<file path="config.mk">
export PLATFORM = sky130hd
export DESIGN_NAME = mem_access_sequencer
export DESIGN_NICKNAME = d
export VERILOG_FILES = /design/src/rtl/mem_access_sequencer.sv
export SDC_FILE = /design/constraint.sdc
export NUM_CORES = 1
export LEC_CHECK = 0
export ABC_AREA = 1
export BUFFER_PORTS_ARGS = -buffer_cell sky130_fd_sc_hd__buf_4
export CORE_MARGIN = 2
export CORE_UTILIZATION = 30
export CTS_CLUSTER_DIAMETER = 120
export DETAILED_ROUTE_END_ITERATION = 8
export SETUP_SLACK_MARGIN = 0.1
export SYNTH_ARGS = -nofsm -noshare
export SYNTH_HDL_FRONTEND = slang
export SYNTH_SLANG_ARGS = --single-unit
</file>
<file path="constraint.sdc">
create_clock -name clock -period 2.8 [get_ports clock]
set_input_delay 0.28 -clock clock [delete_from_list [all_inputs] [get_ports clock]]
set_output_delay 0.28 -clock clock [all_outputs]
set_load 0.05 [all_outputs]
</file>
<file path="src/rtl/mem_access_sequencer.sv">
// mem_access_sequencer
// Shared memory access engine for the PDP-8 datapath. Round-robin arbitration
// across N_REQ requester channels, then one READ, WRITE or read-modify-write
// (increment/decrement) run against the memory mem_finished handshake. Each
// wait for mem_finished has an optional cycle timeout.
//
// Handshake: a channel raises req with op/addr/wdata stable and holds them
// until it sees its one-cycle done pulse (err rides along on a timeout). The
// channel drops req on that same edge. done is the only acknowledgement; a
// req dropped before done does not cancel the access.
//
// Ports:
//   clock, resetN          rising-edge clock, asynchronous active-low reset
//   req[N_REQ]             per-channel request
//   op[2*N_REQ]            per-channel op: 00 READ, 01 WRITE, 10 INC, 11 DEC
//   addr, wdata            per-channel address and write data, packed by channel
//   done, err[N_REQ]       completion / timeout pulse to the granted channel
//   rdata, zero            read or modified value and RMW zero flag
//   busy                   high whenever the sequencer is not idle
//   mem_*                  memory address, data, strobes and completion
module mem_access_sequencer #(
  parameter int WORD_W      = 12,
  parameter int ADDR_W      = 12,
  parameter int N_REQ       = 3,
  parameter int TIMEOUT_CYC = 64
) (
  input  logic                      clock,
  input  logic                      resetN,
  input  logic [N_REQ-1:0]          req,
  input  logic [2*N_REQ-1:0]        op,
  input  logic [N_REQ*ADDR_W-1:0]   addr,
  input  logic [N_REQ*WORD_W-1:0]   wdata,
  output logic [N_REQ-1:0]          done,
  output logic [N_REQ-1:0]          err,
  output logic [WORD_W-1:0]         rdata,
  output logic                      zero,
  output logic                      busy,
  output logic [ADDR_W-1:0]         mem_address,
  output logic [WORD_W-1:0]         mem_write_data,
  output logic                      mem_read_enable,
  output logic                      mem_write_enable,
  input  logic [WORD_W-1:0]         mem_read_data,
  input  logic                      mem_finished
);

  localparam int GW = (N_REQ > 1) ? $clog2(N_REQ) : 1;
  // The counter only has to reach TIMEOUT_CYC-1: the timeout fires on the
  // cycle that would take it to TIMEOUT_CYC.
  localparam int TW = (TIMEOUT_CYC > 1) ? $clog2(TIMEOUT_CYC) : 1;
  localparam logic [TW-1:0] TLIM = (TIMEOUT_CYC > 0) ? TW'(TIMEOUT_CYC - 1) : '0;

  localparam logic [1:0] OP_READ  = 2'b00;
  localparam logic [1:0] OP_WRITE = 2'b01;
  localparam logic [1:0] OP_DEC   = 2'b11;

  typedef enum logic [2:0] {
    S_IDLE   = 3'd0,
    S_READ   = 3'd1,
    S_MODIFY = 3'd2,
    S_WRITE  = 3'd3,
    S_RESP   = 3'd4
  } state_t;

  state_t            state, state_n;
  logic [GW-1:0]     rr;          // last granted channel; also the current grant
  logic [GW-1:0]     pick;
  logic [GW-1:0]     idx;
  logic              found;
  logic [1:0]        op_q;
  logic [ADDR_W-1:0] addr_q;
  logic [WORD_W-1:0] wdata_q;
  logic [WORD_W-1:0] data_q;
  logic [WORD_W-1:0] rdata_q;
  logic [WORD_W-1:0] mod_result;
  logic              zero_q;
  logic              err_q;
  logic [TW-1:0]     tcnt;
  logic              timeout_hit;

  // Round-robin search starting one past the last grant.
  always_comb begin
    found = 1'b0;
    pick  = '0;
    idx   = '0;
    for (int i = 1; i <= N_REQ; i++) begin
      idx = GW'((int'(rr) + i) % N_REQ);
      if (!found && req[idx]) begin
        found = 1'b1;
        pick  = idx;
      end
    end
  end

  // mem_finished in the limit cycle still counts as a completion.
  assign timeout_hit = (TIMEOUT_CYC > 0) && !mem_finished && (tcnt == TLIM);

  assign mod_result = (op_q == OP_DEC) ? (data_q - 1'b1) : (data_q + 1'b1);

  always_ff @(posedge clock or negedge resetN) begin
    if (!resetN) state <= S_IDLE;
    else         state <= state_n;
  end

  always_comb begin
    state_n = state;
    case (state)
      S_IDLE: begin
        if (found) state_n = (op[2*pick +: 2] == OP_WRITE) ? S_WRITE : S_READ;
      end
      S_READ: begin
        if (mem_finished)     state_n = (op_q == OP_READ) ? S_RESP : S_MODIFY;
        else if (timeout_hit) state_n = S_RESP;  // RMW write is skipped
      end
      S_MODIFY: state_n = S_WRITE;
      S_WRITE: begin
        if (mem_finished || timeout_hit) state_n = S_RESP;
      end
      S_RESP:  state_n = S_IDLE;
      default: state_n = S_IDLE;
    endcase
  end

  always_ff @(posedge clock or negedge resetN) begin
    if (!resetN) begin
      rr      <= GW'(N_REQ - 1);
      op_q    <= '0;
      addr_q  <= '0;
      wdata_q <= '0;
      data_q  <= '0;
      rdata_q <= '0;
      zero_q  <= 1'b0;
      err_q   <= 1'b0;
      tcnt    <= '0;
    end else begin
      case (state)
        S_IDLE: begin
          if (found) begin
            rr      <= pick;
            op_q    <= op[2*pick +: 2];
            addr_q  <= addr[pick*ADDR_W +: ADDR_W];
            wdata_q <= wdata[pick*WORD_W +: WORD_W];
            zero_q  <= 1'b0;
            err_q   <= 1'b0;
            tcnt    <= '0;
          end
        end
        S_READ: begin
          if (mem_finished) begin
            data_q <= mem_read_data;
            if (op_q == OP_READ) rdata_q <= mem_read_data;
          end else if (timeout_hit) begin
            err_q <= 1'b1;
          end else if (TIMEOUT_CYC > 0) begin
            tcnt <= tcnt + 1'b1;
          end
        end
        S_MODIFY: begin
          data_q <= mod_result;
          zero_q <= (mod_result == '0);
          tcnt   <= '0;
        end
        S_WRITE: begin
          if (mem_finished) begin
            // Plain WRITE has nothing to return, so rdata keeps its old value.
            if (op_q != OP_WRITE) rdata_q <= data_q;
          end else if (timeout_hit) begin
            err_q <= 1'b1;
          end else if (TIMEOUT_CYC > 0) begin
            tcnt <= tcnt + 1'b1;
          end
        end
        default: ;
      endcase
    end
  end

  // Moore outputs: everything decodes from the registered state so reset
  // drops the strobes without waiting for a clock.
  assign busy             = (state != S_IDLE);
  assign mem_read_enable  = (state == S_READ);
  assign mem_write_enable = (state == S_WRITE);
  assign mem_address      = (state == S_READ || state == S_WRITE) ? addr_q : '0;
  assign mem_write_data   = (state == S_WRITE) ? ((op_q == OP_WRITE) ? wdata_q : data_q) : '0;
  assign rdata            = rdata_q;
  assign zero             = (state == S_RESP) && zero_q && !err_q;

  always_comb begin
    done = '0;
    err  = '0;
    if (state == S_RESP) begin
      done[rr] = 1'b1;
      err[rr]  = err_q;
    end
  end

endmodule
</file>
Yosys cells after proc, flatten, opt, wreduce, memory -nomap -nowiden
Cells that the tools add are included.

cells by class
  add/subtract/negate cells = 6
  multipliers = 1
  divide/modulo/power cells = 3
  magnitude comparators = 5
  eq/ne operators = 19
  shift-type cells = 3
  multiplexer cells = 43
  bitwise gates (word level) = 1
  reductions and logical operators = 29

operators by type and width
  cell                                                     count
  two-way mux 12 bit                                       9
  remainder unit 32 x 3 -> 32 bit (second input constant)  3
  variable part select 36 x 7 -> 12 bit                    2
  one-hot mux 12 bit (2 select lines)                      2
  two-way mux 3 bit                                        7
  two-way mux 6 bit                                        3
  one-hot mux 6 bit (3 select lines)                       1
  inequality test 2 x 1 -> 1 bit (second input constant)   7
  adder 12 x 1 -> 12 bit (second input constant)           1
  zero test 12 bit                                         1
  < comparator 2 x 3 -> 1 bit (second input constant)      4
  one-hot mux 3 bit (4 select lines)                       1
  subtractor 12 x 1 -> 12 bit (second input constant)      1
  two-way mux 1 bit                                        10
  two-way mux 2 bit                                        4
  AND reduction 4 bit                                      2
  nonzero test 2 bit                                       4
  adder 2 x 2 -> 3 bit (second input constant)             2
  adder 6 x 1 -> 6 bit (second input constant)             1
  binary-select mux 1 bit (select 2 bit)                   3
  equality test 3 x 2 -> 1 bit (second input constant)     2
  equality test 6 bit (second input constant)              1
  logical AND 1 bit                                        6
  inequality test 2 bit (second input constant)            3
  21 further kinds                                         30

storage, ports and cells
  register bits = 63
  bits in latches = 0
  RAM bits = 0
  ROM bits = 0
  input port bits = 96
  output and inout port bits = 46
  word-level logic and storage cells = 120
  memories = 0

Depth between registers and ports, before layout
Gate-level depths: netlist of the first run.

  depth after elaboration = 16
  gate-level depth with buffers = 18

Worst setup path after synthesis of the first run
Ideal clock, no wire load.

  path type = reg-to-output
  from = register state[2]
  to = output mem_write_data[10]
  data arrival time = 2,265 ps
  data required time = 2,520 ps
  setup slack = 255 ps
  stages on the path, launching flop included = 8
  buffers on the path = 2
  cells stage by stage = dfrtp_1 -> nor2_2 -> inv_1 -> clkbuf_1 -> nor2_1 -> buf_2 -> o21ai_0 -> a21oi_1

between the ends
  longest elaborated chain between the ends = 2

ends and longest elaborated chain
  what                          RTL line  text
  start, declared               64        state_t state, state_n;
  start signal, assigned        101       else state <= state_n;
  equality test 3 x 2 -> 1 bit  n/a
  net mem_write_enable          41        output logic mem_write_enable,
  two-way mux 12 bit            183       assign mem_write_data = (state == S_WRITE) ? ((op_q == OP_WRITE) ? wdata_q : data_q) : '0;
  end, declared                 39        output logic [WORD_W-1:0] mem_write_data,

The timed path passes the listed nets, and every way through them passes these cells.

Final worst setup path of the first run
  from = register rr[1]
  to = register addr_q[3]

between the ends
  longest elaborated chain between the ends = 13

ends and longest elaborated chain
  what                                     RTL line  text
  start, declared                          65        logic [GW-1:0] rr;
  start signal, assigned                   125       rr <= GW'(N_REQ - 1);
  start signal, assigned                   138       rr <= pick;
  adder 2 x 1 -> 3 bit                     86        idx = GW'((int'(rr) + i) % N_REQ);
  remainder unit 32 x 3 -> 32 bit          86
  binary-select mux 1 bit (select 2 bit)   87        if (!found && req[idx]) begin
  two-way mux 1 bit (not written as such)  87
  two-way mux 1 bit                        87
  zero test 1 bit                          87
  logical AND 1 bit                        87
  two-way mux 1 bit                        87
  zero test 1 bit                          87
  logical AND 1 bit                        87
  two-way mux 2 bit                        87
  multiplier 2 x 2 -> 4 bit                140       addr_q <= addr[pick*ADDR_W +: ADDR_W];
  variable part select 36 x 7 -> 12 bit    140
  end signal, assigned                     140
  end, declared                            70        logic [ADDR_W-1:0] addr_q;

Several ways; a longest one is shown, not always the timed one. The select of a mux whose other input is x is not followed.
A chain may end at the register's enable or synchronous reset.

==> results.py, run 1 <==
metrics = {
    "worst_setup_path": {
        "timing_worst_setup_path_type": "reg2reg",
        "peak_per_stage_delay_on_the_critical_path_ns": 0.54,
        "path_cells": "inv_1, ha_2, inv_2, nand2_1, nand3_2, nand2_2, nand3_1, nand3_1, nand2_4, inv_2, buf_6, nor2_1, o221ai_1",
        "crit_path_start_kind": "register",
        "timing.reg2reg.worst_path_depth": 13,
        "crit_arrival_ns": 2.66,
        "cp-end-kind": "register",
        "slowest_stage": "dfstp_2",
        "cp_max_fo": 20,
        "critical_path_required_ns": 3.04,
    },
    "min_path": {
        "class_of_the_tightest_hold_or_removal_check": "in2async",
    },
    "timing": {
        "minimum_clock_period_after_layout_ns": 2.42,
        "final.period_utilization": 0.865,
        "timing.final.setup_violations": 0,
        "worstMarginPinSlew_ns": 0.817,
        "slew_viol_final": 0,
        "totalNegativeSetupSlack_ns": 0,
        "final-hold-violation-count": 0,
        "max_freq_ghz": 0.413,
        "grt_setup_unrepaired": "true",
        "clock_skew_ns": 0.00554,
        "timing.slew.headroom": 0.455,
    },
    "detailed_routing": {
        "drcViolationCount": 0,
        "route.final.wire_length_mm": 13.9,
        "detail_route.vias_per_cell": 4.96,
        "route.antenna.remaining_nets": 0,
        "via_count_of_the_routed_design": 4635,
        "number_of_detailed_routing_iterations_run_before_antenna_repair": 5,
        "detail_route.wl_per_cell_microns": 14.8,
        "drt_iter0_drc": 231,
    },
    "floorplanning": {
        "start_util": 0.310,
        "pin_count": 142,
        "chipWidth_microns": 124,
        "die_area_sq_mm": 0.0155,
        "num_rows": 43,
        "core_area_sq_mm": 0.0140,
        "die_h_microns": 124,
    },
    "clock_network": {
        "clkLatencyLatePin_ns": 0.33,
        "cts.sink_count": 63,
        "cts_max_path_buffers": 2,
        "tritoncts.num_buffers": 9,
        "ctsHtreeMaxLevel": 3,
        "clockRootBuffer": "clkbuf_16",
        "clk_pin_slew_worst_paths_ns": 0.06,
        "clock_tree_from_tritoncts": "done",
    },
    "power": {
        "switching_share": 0.527,
        "p_comb_frac": 0.654,
        "post-layout-total-power_mw": 8.24,
        "seq_power_share": 0.199,
        "cell_internal_pwr_mw": 3.90,
        "cell_leakage_power_nw": 2.85,
        "power.ir.vdd_worst_uv": 1100,
        "power_density_mw_per_mm2": 1390,
        "power_frac_clock": 0.146,
        "net-switching-power_mw": 4.34,
    },
    "synth": {
        "ys_top_cells_by_area": "dfrtp_1, nand2_1, nand3_1",
        "synth_commonest_cells": "nand2_1, nor2_1, nand3_1",
        "share_of_the_yosys_chip_area_belonging_to_registers": 0.363,
        "netlist_instances": 614,
        "mux_contribution_to_synthesized_area": 0,
        "synth_top_area_frac": 0.357,
        "async_reset_ff_frac": 1.00,
        "netlist_area_sq_mm": 0.00434,
        "synth-compound-area-share": 0.190,
        "synthesis.area_per_instance_sq_um": 7.07,
        "post_synth_xor_area_fraction": 0.0254,
        "synthMostInstantiatedCell": "nand2_1",
        "synth_top_family_by_area": "simple AND/OR/NAND/NOR gates",
        "postSynth.topFlopCell": "dfrtp_1",
        "yosysWarnings": 0,
        "synth.ff_latch_count": 63,
        "synthDominantAreaCellType": "dfrtp_1",
        "yosys.cell_types.count": 36,
        "synth-simple-area-share": 0.304,
        "synth.net_count": 718,
        "synth-edff-count": 0,
        "synth_fa_ha_area_frac": 0.0230,
    },
    "placed_design": {
        "portBuffers": 141,
        "dp_hpwl_mm": 11.0,
        "dpl_cell_area_sq_mm": 0.00559,
        "placedCellCount": 919,
        "gpl.final_weighted_congestion": 0.888,
    },
    "outcome": {
        "outcome": "complete, no violations",
    },
    "flow_run": {
        "maxCapViolations": 0,
    },
    "global_route": {
        "pin_count_of_the_biggest_net_entering_global_routing": 64,
        "grt_first_pass_wirelength_mm": 23.0,
        "antenna_violations_before_repair": 0,
        "first_global_vias": 4605,
        "grt-ovfl-total": 0,
        "groute.usage.overall": 0.181,
    },
    "final_layout": {
        "area_growth_syn_to_layout_pct": 36.6,
        "layoutNonFillerInstCount": 935,
        "finish.instance_area_sq_mm": 0.00593,
        "n_antenna_cell": 0,
        "design.final.nets": 854,
        "drive_above_1_share": 0.274,
    },
}
==> critical path, delay by kind of cell (launching register included) <==
family                   cells  cell delay, ns
AND/OR/NAND/NOR              7            0.71
adder cells (fa/ha/maj)      1            0.39
flip-flops                   1            0.54
buffers and inverters        4            0.50
AO/OA/AOI/OAI                1            0.18
==> per-stage QoR <==
step	hold WS, ns	utilization	setup WS [ns]
final	0.0347	0.424	0.377
after global routing	0.124	0.424	0.0958
after CTS	0.0827	0.423	0.237
after detailed placement	0.434	0.400	0.231
after global placement	0.433	0.400	0.347
after floorplan	-0.0156	-	0.255
==> routing by layer <==
metal | vias up | track usage | wire length [microns]
li1 | 2338 | - | -
met4 | 0 | 0.0370 | 183
met5 | - | 0 | 0
met2 | 162 | 0.296 | 6550
met3 | 15 | 0.0670 | 1170
met1 | 2120 | 0.230 | 5990
==> placed cells by master, fill, tap and decap left out, types with 2 or more instances in the layout <==
| cell | Yosys | layout |
|---|---|---|
| nor2_1 | 74 | 74 |
| o21ai_1 | 3 | 3 |
| a41oi_1 | 4 | 4 |
| xnor2_1 | 2 | 2 |
| nor3_1 | 8 | 8 |
| dfrtp_1 | 62 | 62 |
| clkbuf_16 | 0 | 9 |
| a21oi_2 | 2 | 2 |
| bufinv_16 | 0 | 2 |
| buf_6 | 0 | 2 |
| a31oi_1 | 13 | 13 |
| buf_4 | 3 | 151 |
| nand3b_1 | 4 | 4 |
| o21ai_0 | 57 | 57 |
| o211ai_1 | 19 | 19 |
| inv_1 | 60 | 60 |
| o221ai_1 | 16 | 16 |
| inv_2 | 9 | 9 |
| nand3_2 | 3 | 3 |
| nor2_2 | 5 | 5 |
| nand3_1 | 65 | 65 |
| nand2_1 | 125 | 124 |
| xor2_1 | 5 | 5 |
| ha_1 | 8 | 7 |
| nand4_1 | 3 | 3 |
| a21oi_1 | 18 | 18 |
| xor2_2 | 3 | 3 |
| clkinv_2 | 0 | 3 |
| nand2_2 | 7 | 7 |
| nand2_4 | 2 | 3 |
| and3_1 | 2 | 2 |
==> power by group through the flow <==
stage | Clock [mW] | Sequential [mW] | Combinational, mW
floorplan | 0 | 1.88 | 3.69
global placement | 0 | 1.64 | 5.31
detailed placement | 0 | 1.66 | 5.34
CTS | 1.23 | 1.65 | 5.35
global route | 1.28 | 1.71 | 5.98
finish | 1.21 | 1.64 | 5.39
==> what timing repair did <==
action                                  CTS  global route
endpoints found under the setup margin    0            22
gates resized for setup                   0             5
setup buffers                             0             0
hold buffers                              0             0
==> final timing paths <==
path	end	start	slack, ns
max	addr_q[3]	rr[1]	0.38
min	rdata[2]	resetN	0.03
max reg2reg	addr_q[3]	rr[1]	0.38
min reg2reg	zero_q	zero_q	0.49
max in group asynchronous	wdata_q[9]	resetN	2.21
min in group clock	addr_q[8]	addr[32]	0.19
==> cells by family after synthesis <==
family / Yosys count
buf+inv: 99
compound gates: 134
xor+xnor: 10
simple gates: 300
fa+ha+maj: 8
flops: 63
==> sequential cells by signal, indices dropped and copies added (netlist names) <==
name and count:
addr_q 12, data_q 12, err_q 1, op_q 2, rdata 12, rr 2, state 3, tcnt 6
wdata_q 12, zero_q 1
==> area by class of cell <==
class | count | area (sq um)
clock buffer | 10 | 239
clock inverter | 6 | 83.8
fill | 1466 | 8060
inverter | 70 | 265
multi-input combinational | 452 | 2360
sequential | 63 | 1580
tap | 180 | 225
timing repair buffer | 154 | 1180
Power figures use the tool's default switching activity.
==> inputs of run 2 (changes only) <==
--- a/config.mk
+++ b/config.mk
@@ -5,7 +5,6 @@
 export SDC_FILE = /design/constraint.sdc
 export NUM_CORES = 1
 export LEC_CHECK = 0
-export ABC_AREA = 1
 export BUFFER_PORTS_ARGS = -buffer_cell sky130_fd_sc_hd__buf_4
 export CORE_MARGIN = 2
 export CORE_UTILIZATION = 30
==> results.py, run 2 <==
metrics = {
    "synth": {
        "async_reset_ff_frac": 1.00,
        "synth.net_count": 600,
        "synth_top_area_frac": 0.357,
        "ys_top_cells_by_area": "dfrtp_1, mux2i_1, a21o_1",
        "synth-edff-count": 0,
        "synth.ff_latch_count": 63,
        "yosysWarnings": 0,
        "synth_commonest_cells": "dfrtp_1, nand2_1, nor2_1",
        "synthDominantAreaCellType": "dfrtp_1",
        "postSynth.topFlopCell": "dfrtp_1",
        "synthesis.area_per_instance_sq_um": 8.76,
        "synthMostInstantiatedCell": "dfrtp_1",
        "netlist_instances": 496,
        "share_of_the_yosys_chip_area_belonging_to_registers": 0.363,
        "netlist_area_sq_mm": 0.00434,
        "yosys.cell_types.count": 66,
    },
    "detailed_routing": {
        "via_count_of_the_routed_design": 4092,
        "route.antenna.remaining_nets": 0,
        "drt_iter0_drc": 179,
        "detail_route.wl_per_cell_microns": 15.8,
        "drcViolationCount": 0,
        "detail_route.vias_per_cell": 5.04,
        "route.final.wire_length_mm": 12.8,
        "number_of_detailed_routing_iterations_run_before_antenna_repair": 4,
    },
    "clock_network": {
        "tritoncts.num_buffers": 9,
        "ctsHtreeMaxLevel": 3,
        "clockRootBuffer": "clkbuf_16",
        "cts_max_path_buffers": 2,
        "clkLatencyLatePin_ns": 0.33,
        "clock_tree_from_tritoncts": "done",
        "cts.sink_count": 63,
        "clk_pin_slew_worst_paths_ns": 0.06,
    },
    "placed_design": {
        "dpl_cell_area_sq_mm": 0.00558,
        "portBuffers": 141,
        "dp_hpwl_mm": 9.25,
        "gpl.final_weighted_congestion": 0.902,
    },
    "worst_setup_path": {
        "critical_path_cell_count": 9,
        "critical_path_required_ns": 3.02,
        "worst-path-buf-inv": 2,
        "crit_arrival_ns": 2.83,
        "critPathTopFamily": "simple AND/OR/NAND/NOR gates",
        "cp_max_fo": 10,
        "timing.reg2reg.worst_path_depth": 9,
        "slowest_stage": "or4b_1",
        "crit_path_start_kind": "register",
        "peak_per_stage_delay_on_the_critical_path_ns": 0.60,
        "timing_worst_setup_path_type": "reg2reg",
        "cp-end-kind": "register",
        "path_cells": "inv_1, ha_4, a21boi_4, a32oi_4, buf_4, or4b_1, nand4b_1, xor2_1, nor2_1",
    },
    "global_route": {
        "antenna_violations_before_repair": 0,
        "grt-ovfl-total": 0,
        "grt_first_pass_wirelength_mm": 20.4,
        "first_global_vias": 4009,
        "pin_count_of_the_biggest_net_entering_global_routing": 64,
        "groute.usage.overall": 0.161,
    },
    "min_path": {
        "class_of_the_tightest_hold_or_removal_check": "in2async",
    },
    "outcome": {
        "outcome": "complete, no violations",
    },
    "power": {
        "power_frac_clock": 0.153,
        "post-layout-total-power_mw": 8.08,
        "power.ir.vdd_worst_uv": 666,
        "switching_share": 0.461,
        "cell_leakage_power_nw": 3.04,
        "net-switching-power_mw": 3.73,
        "power_density_mw_per_mm2": 1320,
        "seq_power_share": 0.218,
        "p_comb_frac": 0.630,
        "cell_internal_pwr_mw": 4.35,
    },
    "final_layout": {
        "fillers": 1399,
        "drive_above_1_share": 0.321,
        "area_growth_syn_to_layout_pct": 40.6,
        "layout_commonest_cell": "buf_4",
        "finish.instance_area_sq_mm": 0.00611,
        "design.final.nets": 731,
        "n_antenna_cell": 0,
        "seqCellArea_sq_mm": 0.00158,
        "multiInputGateArea_sq_mm": 0.00261,
        "layout_common_cells": "buf_4, dfrtp_1, nand2_1, nor2_1, mux2i_1",
    },
    "timing": {
        "clock_skew_ns": 0.00722,
        "timing.final.setup_violations": 0,
        "timing.slew.headroom": 0.467,
        "slew_viol_final": 0,
        "max_freq_ghz": 0.382,
        "final.period_utilization": 0.935,
        "totalNegativeSetupSlack_ns": 0,
        "final-hold-violation-count": 0,
        "worstMarginPinSlew_ns": 0.799,
        "minimum_clock_period_after_layout_ns": 2.62,
        "grt_setup_unrepaired": "true",
    },
    "floorplanning": {
        "pin_count": 142,
        "chipWidth_microns": 124,
        "core_area_sq_mm": 0.0140,
        "die_h_microns": 124,
        "start_util": 0.311,
        "num_rows": 43,
        "die_area_sq_mm": 0.0155,
    },
    "flow_run": {
        "maxCapViolations": 0,
    },
}
==> run 2: changes by cell type after synthesis, moves of 10 or more <==
| cell | delta |
|---|---|
| nor2_1 | -31 |
| o221ai_1 | -14 |
| clkbuf_1 | +17 |
| a21o_1 | +27 |
| a211oi_1 | +24 |
| mux2i_1 | +40 |
| o21ai_0 | -35 |
| nand2_1 | -72 |
| inv_1 | -46 |
| o211ai_1 | -19 |
| a31oi_1 | -10 |
| and2_1 | +15 |
| nand3_1 | -55 |
==> run 2: layout make-up <==
type | instances | area share
inverters | 14 | 0.00860
repair buffers | 164 | 0.215
well taps | 180 | 0.0369
flip-flops and latches | 63 | 0.258
multi-input cells | 375 | 0.426
clock inverters | 5 | 0.0131
clock buffers | 11 | 0.0414
==> run 2: final timing paths <==
| kind | start | end | slack [ns] |
|---|---|---|---|
| max | rr[1] | tcnt[2] | 0.18 |
| min | resetN | wdata_q[2] | 0.01 |
| max reg2reg | rr[1] | tcnt[2] | 0.18 |
| min reg2reg | addr_q[7] | addr_q[7] | 0.47 |
| max in group asynchronous | resetN | rdata[10] | 2.23 |
| min in group clock | mem_read_data[4] | data_q[4] | 0.18 |
==> run 2: power by group through the flow <==
stage	registers, mW	logic (mW)	clock network, mW
after floorplan	1.78	3.31	0
after global placement	1.74	4.45	0
after detailed placement	1.76	4.54	0
after CTS	1.75	4.74	1.26
after global routing	1.83	5.54	1.31
final	1.76	5.09	1.24
==> run 2: cells by family (layout without fill, tap and decap cells) <==
| kind of cell | Yosys count | in the layout | synth area share |
|---|---|---|---|
| compound gates | 142 | 142 | 0.232 |
| simple gates | 171 | 171 | 0.201 |
| flops | 63 | 63 | 0.363 |
| mux | 42 | 42 | 0.0973 |
| xor+xnor | 12 | 12 | 0.0242 |
| fa+ha+maj | 8 | 8 | 0.0230 |
| buf+inv | 58 | 194 | 0.0590 |
==> run 2: what timing repair did <==
action                                  4_1_cts  5_1_grt
buffers inserted                              0        9
hold buffers                                  0        0
resized for setup                             2        9
pin swaps                                     1        2
endpoints found under the setup margin        1       29
gates cloned                                  1        1
==> run 2: per-stage QoR <==
step / setup WS [ns] / std cells / utilization / hold WS (ns)
after CTS: 0.101 / 802 / 0.426 / 0.0666
after floorplan: 0.135 / 496 / - / -0.0156
after global routing: 0.0615 / 812 / 0.437 / 0.109
after detailed placement: 0.0603 / 785 / 0.399 / 0.424
final: 0.182 / 812 / 0.437 / 0.0144
after global placement: 0.195 / 785 / 0.399 / 0.422
==> run 2: layer usage <==
metal / wire [microns] / track usage / share of wire / up-vias
met3: 966 / 0.0490 / 0.075 / 14
met4: 180 / 0.0522 / 0.014 / 0
met5: 0 / 0 / 0 / -
met2: 5850 / 0.249 / 0.46 / 137
met1: 5850 / 0.215 / 0.46 / 1894
li1: - / - / - / 2047
==> inputs of run 3 (changes only) <==
--- a/config.mk
+++ b/config.mk
@@ -10,6 +10,7 @@
 export CORE_UTILIZATION = 30
 export CTS_CLUSTER_DIAMETER = 120
 export DETAILED_ROUTE_END_ITERATION = 8
+export RECOVER_POWER = 25
 export SETUP_SLACK_MARGIN = 0.1
 export SYNTH_ARGS = -nofsm -noshare
 export SYNTH_HDL_FRONTEND = slang
==> results.py, run 3 (same netlist as run 2, synthesis figures left out) <==
metrics = {
    "outcome": {
        "outcome": "finished, violations left",
        "failing_checks": "capacitance limit, slew limit",
    },
    "flow_run": {
        "maxCapViolations": 1,
    },
    "placed_design": {
        "portBuffers": 141,
        "dp_worst_setup_slack_ns": 0.0603,
        "gpl.final_weighted_congestion": 0.902,
        "dp_hpwl_mm": 9.25,
        "placedCellCount": 785,
    },
    "floorplanning": {
        "core_area_sq_mm": 0.0140,
        "die_area_sq_mm": 0.0155,
        "pin_count": 142,
        "chipWidth_microns": 124,
        "die_h_microns": 124,
        "start_util": 0.311,
        "num_rows": 43,
    },
    "detailed_routing": {
        "met3WireLength_mm": 1.01,
        "via_count_of_the_routed_design": 4106,
        "route.antenna.remaining_nets": 0,
        "highest-signal-layer": "met4",
        "met1Wirelength_mm": 5.81,
        "detail_route.wl_per_cell_microns": 15.8,
        "wl_met2_mm": 5.82,
        "drcViolationCount": 0,
        "route.final.wire_length_mm": 12.8,
        "number_of_detailed_routing_iterations_run_before_antenna_repair": 4,
        "drt_iter0_drc": 183,
        "detail_route.vias_per_cell": 5.06,
    },
    "min_path": {
        "hold_start": "mem_read_data[4]",
        "class_of_the_tightest_hold_or_removal_check": "in2reg",
        "hold_depth": 3,
        "worst_hold_end": "data_q[4]",
    },
    "worst_setup_path": {
        "crit_arrival_ns": 2.84,
        "cp-end-kind": "register",
        "timing.reg2reg.worst_path_depth": 9,
        "worstReg2RegStart": "rr[1]",
        "critical_path_required_ns": 3.02,
        "crit_path_start": "rr[1]",
        "worst_r2r_endpoint": "tcnt[2]",
        "crit_path_start_kind": "register",
        "timing_worst_setup_path_type": "reg2reg",
        "cp_max_fo": 10,
        "reg2reg_slack_ns": 0.18,
    },
    "global_route": {
        "pin_count_of_the_biggest_net_entering_global_routing": 64,
        "groute.usage.overall": 0.161,
        "grt-ovfl-total": 0,
        "antenna_violations_before_repair": 0,
        "grt_first_pass_wirelength_mm": 20.4,
        "first_global_vias": 4009,
    },
    "final_layout": {
        "layout_commonest_cell": "buf_4",
        "area_growth_syn_to_layout_pct": 40.6,
        "drive_above_1_share": 0.321,
        "design.final.nets": 731,
        "layout_common_cells": "buf_4, dfrtp_1, nand2_1, nor2_1, mux2i_1",
        "layoutNonFillerInstCount": 812,
        "n_antenna_cell": 0,
    },
    "clock_network": {
        "clock_tree_from_tritoncts": "done",
        "tritoncts.num_buffers": 9,
        "cts.sink_count": 63,
        "clkLatencyLatePin_ns": 0.33,
        "ctsHtreeMaxLevel": 3,
        "cts_max_path_buffers": 2,
        "clk_pin_slew_worst_paths_ns": 0.06,
        "clockRootBuffer": "clkbuf_16",
    },
    "timing": {
        "minimum_clock_period_after_layout_ns": 2.62,
        "slew_viol_final": 64,
        "grt_setup_unrepaired": "true",
        "worstMarginPinSlew_ns": 1.56,
        "timing.final.setup_violations": 0,
        "final-hold-violation-count": 0,
        "final.period_utilization": 0.935,
        "timing.slew.headroom": -0.0425,
        "worst_slack_ns": 0.182,
        "max_freq_ghz": 0.382,
        "totalNegativeSetupSlack_ns": 0,
        "clock_skew_ns": 0.00791,
    },
    "power": {
        "power.ir.vdd_worst_uv": 666,
        "power_density_mw_per_mm2": 1320,
        "cell_leakage_power_nw": 3.04,
    },
}
==> run 3: cell types whose count changed in the layout (fill, tap and decap cells not counted), sizes merged <==
cell / change
buf: -1
clkbuf: +1
==> run 3: per-layer routing <==
metal | vias to the layer above | track usage
met5 | - | 0
met4 | 0 | 0.0522
met3 | 14 | 0.0490
met2 | 147 | 0.249
met1 | 1898 | 0.215
li1 | 2047 | -
==> run 3: cell type report <==
class                      count  area (sq um)
clock buffer                  11           253
inverter                      14          52.6
clock inverter                 5          80.1
tap                          180           225
fill                        1399          7880
timing repair buffer         164          1310
sequential                    63          1580
multi-input combinational    375          2610
==> run 3: stage by stage <==
step,power [mW],instance area (sq um),utilization,hold WS [ns]
6_report,8.07,6110,0.436,0.178
5_1_grt,8.67,6110,0.436,0.196
4_1_cts,7.75,5950,0.426,0.0666
3_5_place_dp,6.30,5580,0.399,0.424
3_3_place_gp,6.19,5580,0.399,0.422
2_1_floorplan,5.08,4340,-,-0.0156
==> run 3: worst max-delay path by stage <==
stage,endpoint,depth (start not counted)
finish,tcnt[2],9
global route,addr_q[1],9
CTS,addr_q[3],9
detailed placement,op_q[1],9
global placement,op_q[1],9
floorplan,mem_write_data[10],6
==> run 3: timing repair <==
item	CTS	global route
pin swaps	1	2
hold buffers	0	0
endpoints found under the setup margin	1	29
cloned	1	1
gates resized for setup	2	9
setup buffers	0	9
==> run 3: where the power goes <==
group          internal (mW)  switching [mW]
combinational           2.20            2.89
sequential              1.33           0.425
clock                  0.825           0.409
total                   4.35            3.72
==> run 3: critical path, cell delays in order (launching register included) <==
cell	delay, ns
dfstp_2	0.56
inv_1	0.12
ha_4	0.35
a21boi_4	0.23
a32oi_4	0.10
buf_4	0.18
or4b_1	0.60
nand4b_1	0.16
xor2_1	0.15
nor2_1	0.05
